==> src/rtl/sample_stream_tx.sv <==
// Multi-channel sample streamer: snapshots N_CH samples on a sample_clk rising edge and
// emits 'C','H',id,data framed bytes to a uart_tx. Define STREAM_CHECKSUM_EN to append an XOR byte.
module sample_stream_tx #(
   parameter int W        = 16,
   parameter int N_CH     = 4,
   parameter int DECIMATE = 1
) (
   input  logic              clk,
   input  logic              rst,
   input  logic              sample_clk,
   input  logic [N_CH*W-1:0] sample_in,
   input  logic              enable,
   output logic              tx_start,
   output logic [7:0]        tx_data,
   input  logic              tx_busy,
   output logic              frame_led,
   output logic [7:0]        overrun_cnt,
   output logic              active
);

   localparam int NB    = (W + 7) / 8;
   localparam int BLK   = 3 + NB;
   localparam int CH_W  = (N_CH > 1) ? $clog2(N_CH) : 1;
   localparam int POS_W = $clog2(BLK);
   localparam int DEC_W = (DECIMATE > 1) ? $clog2(DECIMATE) : 1;

   typedef enum logic [1:0] {IDLE, LOAD, WAIT_ACK, WAIT_DONE} state_t;

   state_t             state;
   logic               sclk_q;
   logic [DEC_W-1:0]   dec_cnt;
   logic               edge_ev;
   logic               take;
   logic               start_frame;
   logic [CH_W-1:0]    ch_idx, nxt_ch;
   logic [POS_W-1:0]   pos_idx, nxt_pos;
   logic               last_byte;
   logic [7:0]         nxt_byte;
   logic [W-1:0]       snap [N_CH];
   logic signed [W-1:0]    snap_sel;
   logic signed [NB*8-1:0] ext;
   logic [NB*8-1:0]    shifted;
   int                 data_sh;
`ifdef STREAM_CHECKSUM_EN
   logic [7:0]         csum;
   logic               ck_phase, nxt_ck;
`endif

   assign edge_ev     = sample_clk & ~sclk_q;
   assign take        = edge_ev && (dec_cnt == '0);
   assign start_frame = take && enable && (state == IDLE);

   // Position of the byte that follows the one currently on tx_data.
   // NOTE: every always_comb output gets a default first so no path infers a latch.
   always_comb begin
      nxt_ch  = ch_idx;
      nxt_pos = pos_idx + 1'b1;
`ifdef STREAM_CHECKSUM_EN
      nxt_ck  = ck_phase;
`endif
      if (pos_idx == POS_W'(BLK - 1)) begin
         nxt_pos = '0;
         if (ch_idx != CH_W'(N_CH - 1))
            nxt_ch = ch_idx + 1'b1;
`ifdef STREAM_CHECKSUM_EN
         else
            nxt_ck = 1'b1;
`endif
      end
   end

`ifdef STREAM_CHECKSUM_EN
   assign last_byte = ck_phase;
`else
   assign last_byte = (ch_idx == CH_W'(N_CH - 1)) && (pos_idx == POS_W'(BLK - 1));
`endif

   always_comb begin
      snap_sel = snap[nxt_ch];
      ext      = (NB*8)'(snap_sel);
      data_sh  = 8 * (NB + 2 - int'(nxt_pos));
      shifted  = ext >> data_sh;
      if (nxt_pos == POS_W'(0))
         nxt_byte = 8'h43;
      else if (nxt_pos == POS_W'(1))
         nxt_byte = 8'h48;
      else if (nxt_pos == POS_W'(2))
         nxt_byte = 8'h30 + 8'(nxt_ch);
      else
         nxt_byte = shifted[7:0];
`ifdef STREAM_CHECKSUM_EN
      if (nxt_ck)
         nxt_byte = csum;
`endif
   end

   // NOTE: the snapshot is pure datapath, written before it is ever read, so it carries no reset.
   always_ff @(posedge clk) begin
      if (start_frame) begin
         for (int k = 0; k < N_CH; k++)
            snap[k] <= sample_in[k*W +: W];
      end
   end

   // NOTE: sequential state uses non-blocking assignments so every register samples pre-edge values.
   always_ff @(posedge clk or posedge rst) begin
      if (rst) begin
         state       <= IDLE;
         sclk_q      <= 1'b0;
         dec_cnt     <= '0;
         tx_start    <= 1'b0;
         tx_data     <= 8'h00;
         frame_led   <= 1'b0;
         overrun_cnt <= 8'h00;
         active      <= 1'b0;
         ch_idx      <= '0;
         pos_idx     <= '0;
`ifdef STREAM_CHECKSUM_EN
         csum        <= 8'h00;
         ck_phase    <= 1'b0;
`endif
      end else begin
         sclk_q <= sample_clk;
         if (edge_ev)
            dec_cnt <= (dec_cnt == DEC_W'(DECIMATE - 1)) ? '0 : dec_cnt + 1'b1;
         if (take && active && (overrun_cnt != 8'hFF))
            overrun_cnt <= overrun_cnt + 8'd1;

         case (state)
            IDLE: begin
               if (start_frame) begin
                  active   <= 1'b1;
                  ch_idx   <= '0;
                  pos_idx  <= '0;
                  tx_data  <= 8'h43;
                  tx_start <= ~tx_busy;
`ifdef STREAM_CHECKSUM_EN
                  csum     <= 8'h00;
                  ck_phase <= 1'b0;
`endif
                  state    <= LOAD;
               end
            end
            // tx_start is decided one cycle ahead so it leaves a flop as a clean one-cycle pulse.
            LOAD: begin
               if (tx_start) begin
                  tx_start <= 1'b0;
`ifdef STREAM_CHECKSUM_EN
                  csum     <= csum ^ tx_data;
`endif
                  state    <= WAIT_ACK;
               end else begin
                  tx_start <= ~tx_busy;
               end
            end
            WAIT_ACK: begin
               if (tx_busy)
                  state <= WAIT_DONE;
            end
            WAIT_DONE: begin
               if (!tx_busy) begin
                  if (last_byte) begin
                     frame_led <= ~frame_led;
                     active    <= 1'b0;
                     state     <= IDLE;
                  end else begin
                     ch_idx   <= nxt_ch;
                     pos_idx  <= nxt_pos;
`ifdef STREAM_CHECKSUM_EN
                     ck_phase <= nxt_ck;
`endif
                     tx_data  <= nxt_byte;
                     tx_start <= 1'b1;
                     state    <= LOAD;
                  end
               end
            end
            default: state <= IDLE;
         endcase
      end
   end

endmodule

==> config.mk <==
export PLATFORM = sky130hd
export DESIGN_NAME = sample_stream_tx
export DESIGN_NICKNAME = d
export VERILOG_FILES = /design/src/rtl/sample_stream_tx.sv
export SDC_FILE = /design/constraint.sdc
export NUM_CORES = 1
export LEC_CHECK = 0
export ABC_CLOCK_PERIOD_IN_PS = 7500
export CORE_MARGIN = 3
export CORE_UTILIZATION = 30
export CTS_BUF_LIST = sky130_fd_sc_hd__clkbuf_4 sky130_fd_sc_hd__clkbuf_8
export DETAILED_ROUTE_END_ITERATION = 7
export GPL_ROUTABILITY_DRIVEN = 0
export SLEW_MARGIN = 20
export SYNTH_ARGS = -nofsm -noshare
export SYNTH_HDL_FRONTEND = slang
export SYNTH_SLANG_ARGS = --single-unit
==> constraint.sdc <==
create_clock -name clk -period 7.5 [get_ports clk]
set_clock_uncertainty 0.05 [all_clocks]
set_input_delay 1.5 -clock clk [delete_from_list [all_inputs] [get_ports clk]]
set_output_delay 1.5 -clock clk [all_outputs]
set_load 0.01 [all_outputs]
-- Yosys cells after proc, flatten, opt, wreduce, memory -nomap -nowiden
Memories as Yosys holds them, arrays and structs flattened.
Index checks and enable logic that the tools add are counted.
- register bits after elaboration: 28
- memory bits (writable): 64
- input port bits: 69
- output and inout port bits: 19
- word-level logic and storage cells: 89
- memories kept: 1
- add/sub/neg operators: 6
- equal/unequal tests: 15
- shift operators: 1
- mux-type cells: 36
- bitwise logic cells: 5
- reduce and logical (&&, ||, !) cells: 15
- memory list (memory ; words ; width ; read ports ; clocked after Yosys merged registers in ; write ports ; line ; text):
    snap ; 4 ; 16 ; 1 ; 0 ; 4 ; 39 ; logic [W-1:0] snap [N_CH];
- operators with widths (operator ; count):
    2-to-1 mux 8 bit ; 6
    right shift 16 x 32 -> 8 bit ; 1
    2-to-1 mux 2 bit ; 9
    one-hot mux 8 bit (2 select lines) ; 1
    AND reduction 4 bit ; 4
    != test 2 bit, second input constant ; 7
    2-to-1 mux 3 bit ; 4
    2-to-1 mux 1 bit ; 11
    adder 8 x 1 -> 8 bit, second input constant ; 1
    != test 8 bit, second input constant ; 1
    one-hot mux 2 bit (4 select lines) ; 1
    adder 6 x 2 -> 7 bit, first input constant ; 1
    equality test 2 bit, second input constant ; 3
    logical AND 1 bit ; 6
    one-hot mux 3 bit (2 select lines) ; 1
    inverter 1 bit ; 4
    one-hot mux 2 bit (2 select lines) ; 1
    subtractor 3 x 3 -> 4 bit, first input constant ; 1
    adder 3 x 1 -> 3 bit, second input constant ; 1
    equality test 3 x 1 -> 1 bit, second input constant ; 1
    equality test 3 x 2 -> 1 bit, second input constant ; 1
    equality test 3 bit, second input constant ; 1
    logical NOT 3 bit ; 1
    one-hot mux 1 bit (3 select lines) ; 1
    other kinds (9) ; 9

-- Logic depth before layout (Yosys ltp)
Gate-level depths: netlist of run 1.
An unclocked memory read counts as a cell.
- depth in word-level cells: 11
- mapped depth: 14
- gate-level depth less buffers: 11

-- Worst setup path before layout of run 1
Ideal clock, no wire load.
- path type: input -> register
- start: in sample_clk
- end: mem snap[0][0], enable pin
- library setup time: 0.419 ns
- arrival time: 3.033 ns
- data required time: 7.031 ns
- slack: 3.998 ns
- stages on the path: 3
- buffers on the path: 0
- path through: nor2b_1 > nand3_1 > inv_1
- RTL lines (element ; line ; text):
    from (decl) ; 10 ; input logic sample_clk,
    to (decl) ; 39 ;

-- Worst setup path in the final report of run 1
- start: reg pos_idx[0]
- end: reg tx_data[6]
- cells in the longest elaborated chain, start to end: 10
- elaborated cells between the ends (all ways): 20
- classes of those cells: add/sub: 3; eq/ne: 4; shift: 1; mux: 8; reduce/logical: 3; memory: 1
- RTL lines (element ; line ; text):
    from (decl) ; 36 ; logic [POS_W-1:0] pos_idx, nxt_pos;
    from (signal assigned) ; 168 ; pos_idx <= nxt_pos;
    adder 3 x 1 -> 3 bit / equality test 3 bit (equally long branches) ; 57, 61, 75 ;
    2-to-1 mux 3 bit / 2-to-1 mux 2 bit (equally long branches) ; 61 ; if (pos_idx == POS_W'(BLK - 1)) begin
    subtractor 3 x 3 -> 4 bit / memory read (4 x 16 bit) (equally long branches) ; n/a ;
    right shift 16 x 32 -> 8 bit ; 82 ; shifted = ext >> data_sh;
    2-to-1 mux 8 bit ; 87 ; else if (nxt_pos == POS_W'(2))
    2-to-1 mux 8 bit ; 85 ; else if (nxt_pos == POS_W'(1))
    2-to-1 mux 8 bit ; 83 ; if (nxt_pos == POS_W'(0))
    2-to-1 mux 8 bit ; 162 ; if (last_byte) begin
    2-to-1 mux 8 bit ; 161 ; if (!tx_busy) begin
    one-hot mux 8 bit (2 select lines) ; 129 ; case (state)
    to (signal assigned) ; 172 ; tx_data <= nxt_byte;
    to (decl) ; 14 ; output logic [7:0] tx_data,
Several ways; a longest one is shown, not always the timed one. The select of a mux whose other input is x is not followed.
A chain may end at the register's enable or synchronous reset.

==> results.tsv, run 1 <==
metric	value	unit
most frequent cell after synthesis	edfxtp_1	
Critical path origin	pos_idx[0]	
Std-Cell Rows	42	
die width	125	um
leading area contributor after synthesis	edfxtp_1	
Via density	4.86	
H-tree Lvls	3	
Data arrival, critical path	3650	ps
Synth Warn #	0	
initial drt markers	232	
final net count	490	
Synth Flop Type	edfxtp_1	
synth top area cells	edfxtp_1, dfrtp_1, ha_1	
maximum vdd drop	0.107	mV
synthesis-stage register bit count	91	
CP Max Fanout	14	
global-route wire length before repair	15.1	mm
Synth Area per Inst	13.1	um2
Setup Buffers After CTS	0	
Routed WL per cell	16.1	um
total number of vias	2871	
initial core utilization	31.4	%
Async SR Flop Fraction	29.7	%
leakage power	0.00200	uW
DRC	0	
largest family of logic cells by synthesized area	compound AO/OA/AOI/OAI gates	
fin area	0.00548	mm2
Die Height	125	um
DIE AREA	0.0157	mm2
placed instance area	0.00530	mm2
min-delay worst type	register to register	
Core ar.	0.0136	mm2
Antenna diodes	0	
Tcrit/Tclk final	45.6	%
fmax	0.293	GHz
vias in the first global route	2958	
cts hold-fix bufs	0	
post-CTS resize count	0	
synth unique cells	55	
Antenna Nets Post-Route	0	
most frequent cells after synthesis	edfxtp_1, dfrtp_1, nand2_1	
syn_nets	405	
Pre-antenna DRT Iters	4	
I/O pin count	88	
Seq/Total Area, Yosys	61.0	%
max-slew violation count	0	
XOR/XNOR Fraction of Synth Area	2.06	%
Worst-Skew Late Latency	360	ps
clock sinks	91	
Worst Setup Start Kind	register	
P&R area growth vs syn	28.9	%
share of post-route cells with drive strength above 1	8.67	%
Tot GR Track Use	12.1	%
overflow left after global routing	0	
Yosys top cell area share	45.2	%
Finish-stage setup viols	0	
Post-Route WL	9.51	mm
Critical Path RT	7730	ps
Compound-Gate Fraction of Synth Area	14.3	%
Worst Max-Slew Pin Slew	837	ps
hold slack	432	ps
status	completed	
RSZ-0062 raised after global routing	no	
Setup TNS	0	ps
simple-gate share of the synthesized area	10.4	%
FF-to-FF Start	pos_idx[0]	
Worst slew margin	44.2	%
Post-synth EDFFs	64	
IO Port Bufs	87	
Worst Setup End Kind	register	
TritonCTS Buffers	9	
Finished Core Util	40.4	%
P per Cell Area	273	mW/mm2
WS Path Type	register to register	
CTS Buffer Depth	2	
Worst-path clk slew	80	ps
Synth Instances	325	
synthesized area	0.00426	mm2
initial antenna violation count	0	
multiplexer share of the synthesized area	5.56	%
CTS tree	built	
DPL Wire Length	6.88	mm
fill count	1317	
largest net degree at the start of global routing	66	
Hold Path Origin	frame_led	
endpoints failing hold	0	
Max-Cap Viols	0	
crit path time final	3420	ps
root buf cell	clkbuf_8	
Post-Synth Adder-Cell Area	3.23	%
[cell type report]
| type | count | area [um2] | share of cell area, % |
|---|---|---|---|
| flip-flops and latches | 91 | 2600 | 47.4 |
| inverters | 18 | 67.6 | 1.23 |
| clock buffers | 16 | 183 | 3.33 |
| multi-input cells | 199 | 1520 | 27.6 |
| well taps | 176 | 220 | 4.02 |
| repair buffers | 91 | 901 | 16.4 |
[state kept, by name, summed over array words and instances, names as in the netlist]
signal	flops
active	1
pos_idx	3
tx_start	1
frame_led	1
tx_data	8
sclk_q	1
state	2
overrun_cnt	8
snap	64
ch_idx	2
[worst max-delay path: stages (launching register included)]
cell	delay (ps)
dfrtp_1	630
inv_1	90
ha_1	390
a21oi_4	380
clkinv_1	340
ha_1	290
ha_1	270
nand2_1	50
a31oi_1	250
nor2b_2	260
o221ai_1	130
a32oi_1	210
[logic make-up (layout without fill, tap and decap cells)]
| logic type | Yosys count | in the layout |
|---|---|---|
| flops | 91 | 91 |
| compound gates | 81 | 81 |
| fa+ha+maj | 11 | 11 |
| xor+xnor | 10 | 10 |
| buf+inv | 35 | 125 |
| mux | 18 | 18 |
| simple gates | 79 | 79 |
[power by group]
group,total [uW],switching [uW],internal (uW)
sequential,663,60.0,603
clock,311,158,153
combinational,523,276,246
[cells in the final DEF (no fill, tap or decap), drive strengths merged, types with 5 or more instances in the layout]
cell type,synthesis,final
clkdlybuf4s50,0,87
edfxtp,64,64
dfrtp,27,27
nand2,22,22
inv,17,17
o21ai,16,16
clkbuf,7,16
ha,11,11
a21oi,10,10
a211oi,9,9
mux2i,9,9
nor2,8,8
nand2b,7,7
a31oi,7,7
nor2b,7,7
xnor2,6,6
nor3b,6,6
nand3,5,5
nor3,5,5
a22o,5,5
mux2,5,5
a221oi,5,5
[through the flow]
stage,setup WS [ps],cells,total power (uW)
after floorplan,4000,325,998
after global placement,4030,575,1190
after detailed placement,3950,575,1200
after CTS,4090,591,1510
after global routing,3820,591,1600
final,4080,591,1500
[worst paths after layout]
check	to	slack [ps]	cells after the start
worst max-delay path	tx_data[6]	4080	11
worst min-delay path	frame_led	430	1
worst max register to register	tx_data[6]	4080	11
worst min register to register	frame_led	430	1
max in group asynchronous	pos_idx[0]	5540	2
min in group asynchronous	overrun_cnt[5]	1470	2
[metal layers]
layer / global-route usage (%) / vias to the layer above / routed length (um)
met5: 0 / - / 0
met1: 15.5 / 1368 / 4240
li1: - / 1408 / -
met4: 4.02 / 0 / 123
met3: 3.07 / 14 / 492
met2: 20.1 / 81 / 4660
Note: power is estimated with default switching activity, not from simulation.
==> run 2: changes to the inputs <==
--- a/config.mk
+++ b/config.mk
@@ -5,7 +5,7 @@
 export SDC_FILE = /design/constraint.sdc
 export NUM_CORES = 1
 export LEC_CHECK = 0
-export ABC_CLOCK_PERIOD_IN_PS = 7500
+export ABC_CLOCK_PERIOD_IN_PS = 3500
 export CORE_MARGIN = 3
 export CORE_UTILIZATION = 30
 export CTS_BUF_LIST = sky130_fd_sc_hd__clkbuf_4 sky130_fd_sc_hd__clkbuf_8
==> constraint.sdc (replaced) <==
create_clock -name clk -period 3.5 [get_ports clk]
set_clock_uncertainty 0.05 [all_clocks]
set_input_delay 0.7 -clock clk [delete_from_list [all_inputs] [get_ports clk]]
set_output_delay 0.7 -clock clk [all_outputs]
set_load 0.01 [all_outputs]
==> run 2 against run 1 <==
Effect of this change: first-iteration DRC count fell by 16%; non-clock buffer count rose by 7; largest power group unchanged; count of clock-buffer cells in the layout fell by 7; via count rose by 2.2%; setup slack got worse by 3500 ps; cell area rose by 1.4%; critical endpoint unchanged; core utilization rose by 0.55 points; highest routed layer unchanged; clock power rose by 130%; worst hold slack improved by 5.8 ps; sequential share of layout area fell by 0.64 points; sequential power rose by 110%.
==> results.tsv, run 2 (same netlist as run 1, synthesis figures left out) <==
metric	value	unit	change
Tot GR Track Use	12.8	%	+0.67 points
leakage power	0.00204	uW	+1.8%
Reg with most FFs	snap		
Setup TNS	0	ps	unchanged
commonest non-fill, non-tap cell in the layout	clkdlybuf4s50_1		
Antenna Nets Post-Route	0		unchanged
Core ar.	0.0136	mm2	unchanged
Pre-antenna DRT Iters	4		unchanged
post-CTS resize count	0		unchanged
root buf cell	clkbuf_8		
cts hold-fix bufs	0		unchanged
initial antenna violation count	0		unchanged
Crit-path slowest cell	a21oi_4		
CP Cell Sequence	inv_1 -> ha_1 -> a21oi_4 -> clkinv_1 -> ha_1 -> ha_1 -> nand2_1 -> a31oi_1 -> nor2b_2 -> o221ai_1 -> a32oi_1		
Bufs and invs on worst path	2		unchanged
die width	125	um	unchanged
TritonCTS Buffers	9		unchanged
total number of vias	2933		+2.2%
fmax	0.348	GHz	+19%
WS Path Type	register to register		
initial drt markers	196		-16%
Non-Filler Instances	598		+1.2%
H-tree Lvls	3		unchanged
final net count	497		+1.4%
P per Cell Area	591	mW/mm2	+120%
Worst Setup End Kind	register		
Largest regs	snap (64), overrun_cnt (8), tx_data (8)		
endpoints failing hold	0		unchanged
DIE AREA	0.0157	mm2	unchanged
CTS tree	built		
Worst Setup Start Kind	register		
DRC	0		unchanged
vias in the first global route	3053		+3.2%
largest net degree at the start of global routing	52		-21%
min-delay worst type	register to register		
Die Height	125	um	unchanged
status	completed		
Post-Route WL	9.84	mm	+3.5%
Worst Max-Slew Pin Slew	715	ps	-122 ps
Worst-Skew Late Latency	380	ps	+20 ps
Worst slew margin	51.9	%	+7.7 points
global-route wire length before repair	15.7	mm	+3.8%
IO Port Bufs	87		unchanged
maximum vdd drop	0.256	mV	+140%
dpl cells	582		+1.2%
CP delay by family, top	compound AO/OA/AOI/OAI gates		
clock sinks	91		unchanged
CTS Buffer Depth	2		unchanged
Max-Cap Viols	0		unchanged
crit path time final	2870	ps	-542 ps
Critical path origin	pos_idx[1]		
Tcrit/Tclk final	82.1	%	+37 points
Data arrival, critical path	3130	ps	-520 ps
CP Max Fanout	14		unchanged
initial core utilization	31.4	%	unchanged
overflow left after global routing	0		unchanged
FF-to-FF Start	pos_idx[1]		
Routed WL per cell	16.5	um	+2.3%
Worst-path clk slew	90	ps	about the same
Antenna diodes	0		unchanged
crit-path max cell delay	390	ps	-240 ps
Finish-stage setup viols	0		unchanged
most used cell along the critical path	ha_1		
max reg flops	64		unchanged
Via density	4.90		+0.96%
Std-Cell Rows	42		unchanged
Hold Path Origin	frame_led		
max-slew violation count	0		unchanged
Setup Buffers After CTS	0		unchanged
P&R area growth vs syn	30.6	%	
DPL Wire Length	7.29	mm	+5.9%
share of post-route cells with drive strength above 1	9.72	%	+1.0 points
Critical Path RT	3760	ps	-3970 ps
RSZ-0062 raised after global routing	no		
I/O pin count	88		unchanged
commonest cells after routing, fill and taps aside	clkdlybuf4s50_1, edfxtp_1, dfrtp_1		
[run 2: cell count changes in the layout (fill, tap and decap cells not counted), moves of 2 or more]
cell	change
clkbuf_4	-6
clkinv_4	+2
buf_4	+6
clkinv_2	+2
[run 2: routing by layer]
layer / up-vias / GRT usage (%) / wire length (um)
li1: 1422 / - / -
met1: 1407 / 15.6 / 4290
met2: 89 / 21.1 / 4810
met3: 15 / 4.26 / 578
met4: 0 / 4.59 / 171
met5: - / 0 / 0
[run 2: area by class of cell]
type / count / area, um2
clock buffers: 9 / 124
clock inverters: 7 / 68.8
fillers: 1286 / 8000
inverters: 18 / 67.6
multi-input cells: 199 / 1520
flip-flops and latches: 91 / 2600
well taps: 176 / 220
repair buffers: 98 / 966
[run 2: stage by stage]
| step | setup slack (ps) | hold WS [ps] | util [%] | area, um2 | total power [uW] |
|---|---|---|---|---|---|
| floorplan | 599 | 450 | - | 4260 | 2140 |
| CTS | 608 | 446 | 41.0 | 5560 | 3320 |
| global route | 346 | 471 | 41.0 | 5560 | 3500 |
| finish | 625 | 437 | 41.0 | 5560 | 3290 |
| global placement | 774 | 407 | 39.6 | 5370 | 2570 |
| detailed placement | 622 | 433 | 39.6 | 5370 | 2610 |
[run 2: worst paths after layout]
| kind | end | slack (ps) | cells past startpoint |
|---|---|---|---|
| max | tx_data[6] | 630 | 11 |
| min | frame_led | 440 | 1 |
| max reg2reg | tx_data[6] | 630 | 11 |
| min reg2reg | frame_led | 440 | 1 |
| max in group asynchronous | tx_data[7] | 2490 | 3 |
| min in group asynchronous | overrun_cnt[5] | 630 | 3 |
[run 2: worst reg2reg max path: cells and delay by family (launching register included)]
kind,cells,cell delay (ps)
flops,1,380
compound gates,4,990
buf+inv,2,210
simple gates,2,330
fa+ha+maj,3,850
[run 2: report_power, final]
group          internal (uW)  switching, uW
combinational            549            620
sequential              1290            123
clock                    327            376
total                   2170           1120
==> run 3: changes to the inputs <==
--- a/config.mk
+++ b/config.mk
@@ -5,7 +5,7 @@
 export SDC_FILE = /design/constraint.sdc
 export NUM_CORES = 1
 export LEC_CHECK = 0
-export ABC_CLOCK_PERIOD_IN_PS = 3500
+export ABC_CLOCK_PERIOD_IN_PS = 2700
 export CORE_MARGIN = 3
 export CORE_UTILIZATION = 30
 export CTS_BUF_LIST = sky130_fd_sc_hd__clkbuf_4 sky130_fd_sc_hd__clkbuf_8
==> constraint.sdc (replaced) <==
create_clock -name clk -period 2.7 [get_ports clk]
set_clock_uncertainty 0.05 [all_clocks]
set_input_delay 0.54 -clock clk [delete_from_list [all_inputs] [get_ports clk]]
set_output_delay 0.54 -clock clk [all_outputs]
set_load 0.01 [all_outputs]
==> run 3 against run 2 <==
Effect of this change: via count increased by 2.7%; total power up 29%; critical path depth did not move; first-iteration DRC count shrank 21%; clock power up 19%; global-route usage rose by 0.15 points; sequential share of layout area down 0.33 points; critical path type unchanged; maximum frequency increased by 17%.
==> results.tsv, run 3 (same netlist as run 1, synthesis figures left out) <==
metric	value	unit	change
worst hold path depth	1		unchanged
Pre-antenna DRT Iters	4		unchanged
Worst slew margin	71.4	%	+20 points
final net count	504		+1.4%
Reg with most FFs	snap		
Setup TNS	0	ps	unchanged
DRC	0		unchanged
Max-Cap Viols	0		unchanged
Core ar.	0.0136	mm2	unchanged
FF/Latch Area	0.00260	mm2	about the same
Antenna Nets Post-Route	0		unchanged
IO Port Bufs	87		unchanged
power share of the combinational group	37.5	%	+1.9 points
Worst-Skew Late Latency	370	ps	about the same
DIE AREA	0.0157	mm2	unchanged
Worst Setup Start Kind	register		
initial core utilization	31.4	%	unchanged
share of post-route cells with drive strength above 1	11.4	%	+1.7 points
Antenna diodes	0		unchanged
M1 GR Usage	16.4	%	+0.76 points
CP Cell Sequence	inv_1 -> ha_2 -> or3b_1 -> nand2_1 -> inv_1 -> ha_1 -> nand2_1 -> a31oi_1 -> nor2b_4 -> o221ai_1 -> a32oi_1		
P per Cell Area	759	mW/mm2	+28%
commonest non-fill, non-tap cell in the layout	clkdlybuf4s50_1		
Via density	4.98		+1.5%
Worst-path clk slew	90	ps	about the same
Std-Cell Rows	42		unchanged
TritonCTS Buffers	9		unchanged
GRT met2 Usage	21.1	%	+0.032 points
Post-Route WL	9.96	mm	+1.2%
footprint of the multi-input gates	0.00152	mm2	+0.50%
fmax	0.407	GHz	+17%
clock sinks	91		unchanged
vias in the first global route	3041		-0.39%
total number of vias	3011		+2.7%
Largest regs	snap (64), overrun_cnt (8), tx_data (8)		
I/O pin count	88		unchanged
Routed WL per cell	16.5	um	about the same
P&R area growth vs syn	31.6	%	
CTS tree	built		
overflow left after global routing	0		unchanged
cts hold-fix bufs	0		unchanged
Finish-stage setup viols	0		unchanged
r2r setup slk	240	ps	-380 ps
leakage power	0.00206	uW	+1.1%
Clk pwr share	19.7	%	-1.7 points
Worst Max-Slew Pin Slew	429	ps	-286 ps
Psw	1440	uW	+28%
switching share of power	33.8	%	-0.28 points
crit path time final	2460	ps	-415 ps
CTS Buffer Depth	2		unchanged
Finished Core Util	41.3	%	+0.31 points
max reg flops	64		unchanged
FF-to-FF Start	pos_idx[0]		
commonest cells after routing, fill and taps aside	clkdlybuf4s50_1, edfxtp_1, dfrtp_1		
fill count	1314		+2.2%
Data arrival, critical path	2700	ps	-430 ps
CP Max Fanout	6		-8
maximum vdd drop	0.294	mV	+15%
initial drt markers	155		-21%
WS Path Type	register to register		
status	completed		
RSZ-0062 raised after global routing	no		
endpoints failing hold	0		unchanged
H-tree Lvls	3		unchanged
Crit-path slowest cell	or3b_1		
DPL Wire Length	7.38	mm	+1.2%
Tcrit/Tclk final	91.1	%	+9.0 points
Worst Setup End Kind	register		
WHS Endpoint	frame_led		
crit-path max cell delay	430	ps	+40 ps
Seq pwr share	42.8	%	-0.2 points
Hold Path Origin	frame_led		
Tot GR Track Use	12.9	%	+0.15 points
min-delay worst type	register to register		
Final Power	4250	uW	+29%
Die Height	125	um	unchanged
max-slew violation count	0		unchanged
Bufs and invs on worst path	2		unchanged
P_int	2820	uW	+30%
GR Layer Usage met3	3.37	%	-0.90 points
largest net degree at the start of global routing	65		+25%
CP delay by family, top	simple AND/OR/NAND/NOR gates		
Critical Path RT	2940	ps	-820 ps
root buf cell	clkbuf_8		
global-route wire length before repair	15.9	mm	+1.8%
initial antenna violation count	0		unchanged
Reg2Reg Depth	11		unchanged
GRT busiest layer	met2		
FF-to-FF End	tx_data[6]		
die width	125	um	unchanged
==> run 3: changes by cell type in the layout (fill, tap and decap cells not counted), sizes merged <==
cell	delta
buf	+7
bufinv	-1
clkbuf	+3
clkinv	-1
inv	-1
==> run 3: routing by layer <==
layer  wire, um  part of all wire, %  vias to the layer above
met4        167                  1.7                        0
met2       4840                   49                       82
met5          0                    0                        -
met3        544                  5.5                       12
met1       4420                   44                     1474
li1           -                    -                     1443
==> run 3: worst reg2reg max path: stages, from the launching register on <==
cell	delay, ps
dfrtp_2	420
inv_1	60
ha_2	220
or3b_1	430
nand2_1	130
inv_1	50
ha_1	270
nand2_1	50
a31oi_1	180
nor2b_4	210
o221ai_1	120
a32oi_1	200
==> run 3: cell type report <==
cell class / count / area share [%]
inverter: 18 / 1.30
clock inverter: 4 / 0.290
clock buffer: 12 / 2.73
sequential: 91 / 46.4
timing repair buffer: 105 / 18.2
multi-input combinational: 199 / 27.2
tap: 176 / 3.93
==> run 3: timing repair <==
action / CTS / global route
gates resized for setup: 0 / 2
setup endpoints to repair: 0 / 6
setup buffers: 0 / 0
==> run 3: worst max path at each step <==
stage                     startpoint          to  slack (ps)  cells after the start
after floorplan           pos_idx[0]  tx_data[6]          -6                     14
after global placement    sample_clk  tx_data[2]         190                      6
after detailed placement  sample_clk  tx_data[7]         110                      6
after CTS                 pos_idx[0]  tx_data[6]         130                     11
after global routing      pos_idx[0]  tx_data[6]          30                     11
final                     pos_idx[0]  tx_data[6]         240                     11
==> run 3: stage by stage <==
| step | setup WS, ps | hold slack [ps] | instances | cell area, um2 |
|---|---|---|---|---|
| floorplan | -5.94 | 450 | 325 | 4270 |
| global placement | 188 | 408 | 589 | 5430 |
| detailed placement | 112 | 421 | 589 | 5430 |
| CTS | 126 | 434 | 605 | 5600 |
| global route | 34.3 | 469 | 605 | 5600 |
| finish | 240 | 432 | 605 | 5600 |
==> run 3: power groups by stage <==
stage                     logic, uW  clock network, uW  registers [uW]
final                          1600                837            1820
after global routing           1770                927            1850
after CTS                      1600                871            1820
after detailed placement       1600                  0            1850
after global placement         1580                  0            1840
after floorplan                 943                  0            1850
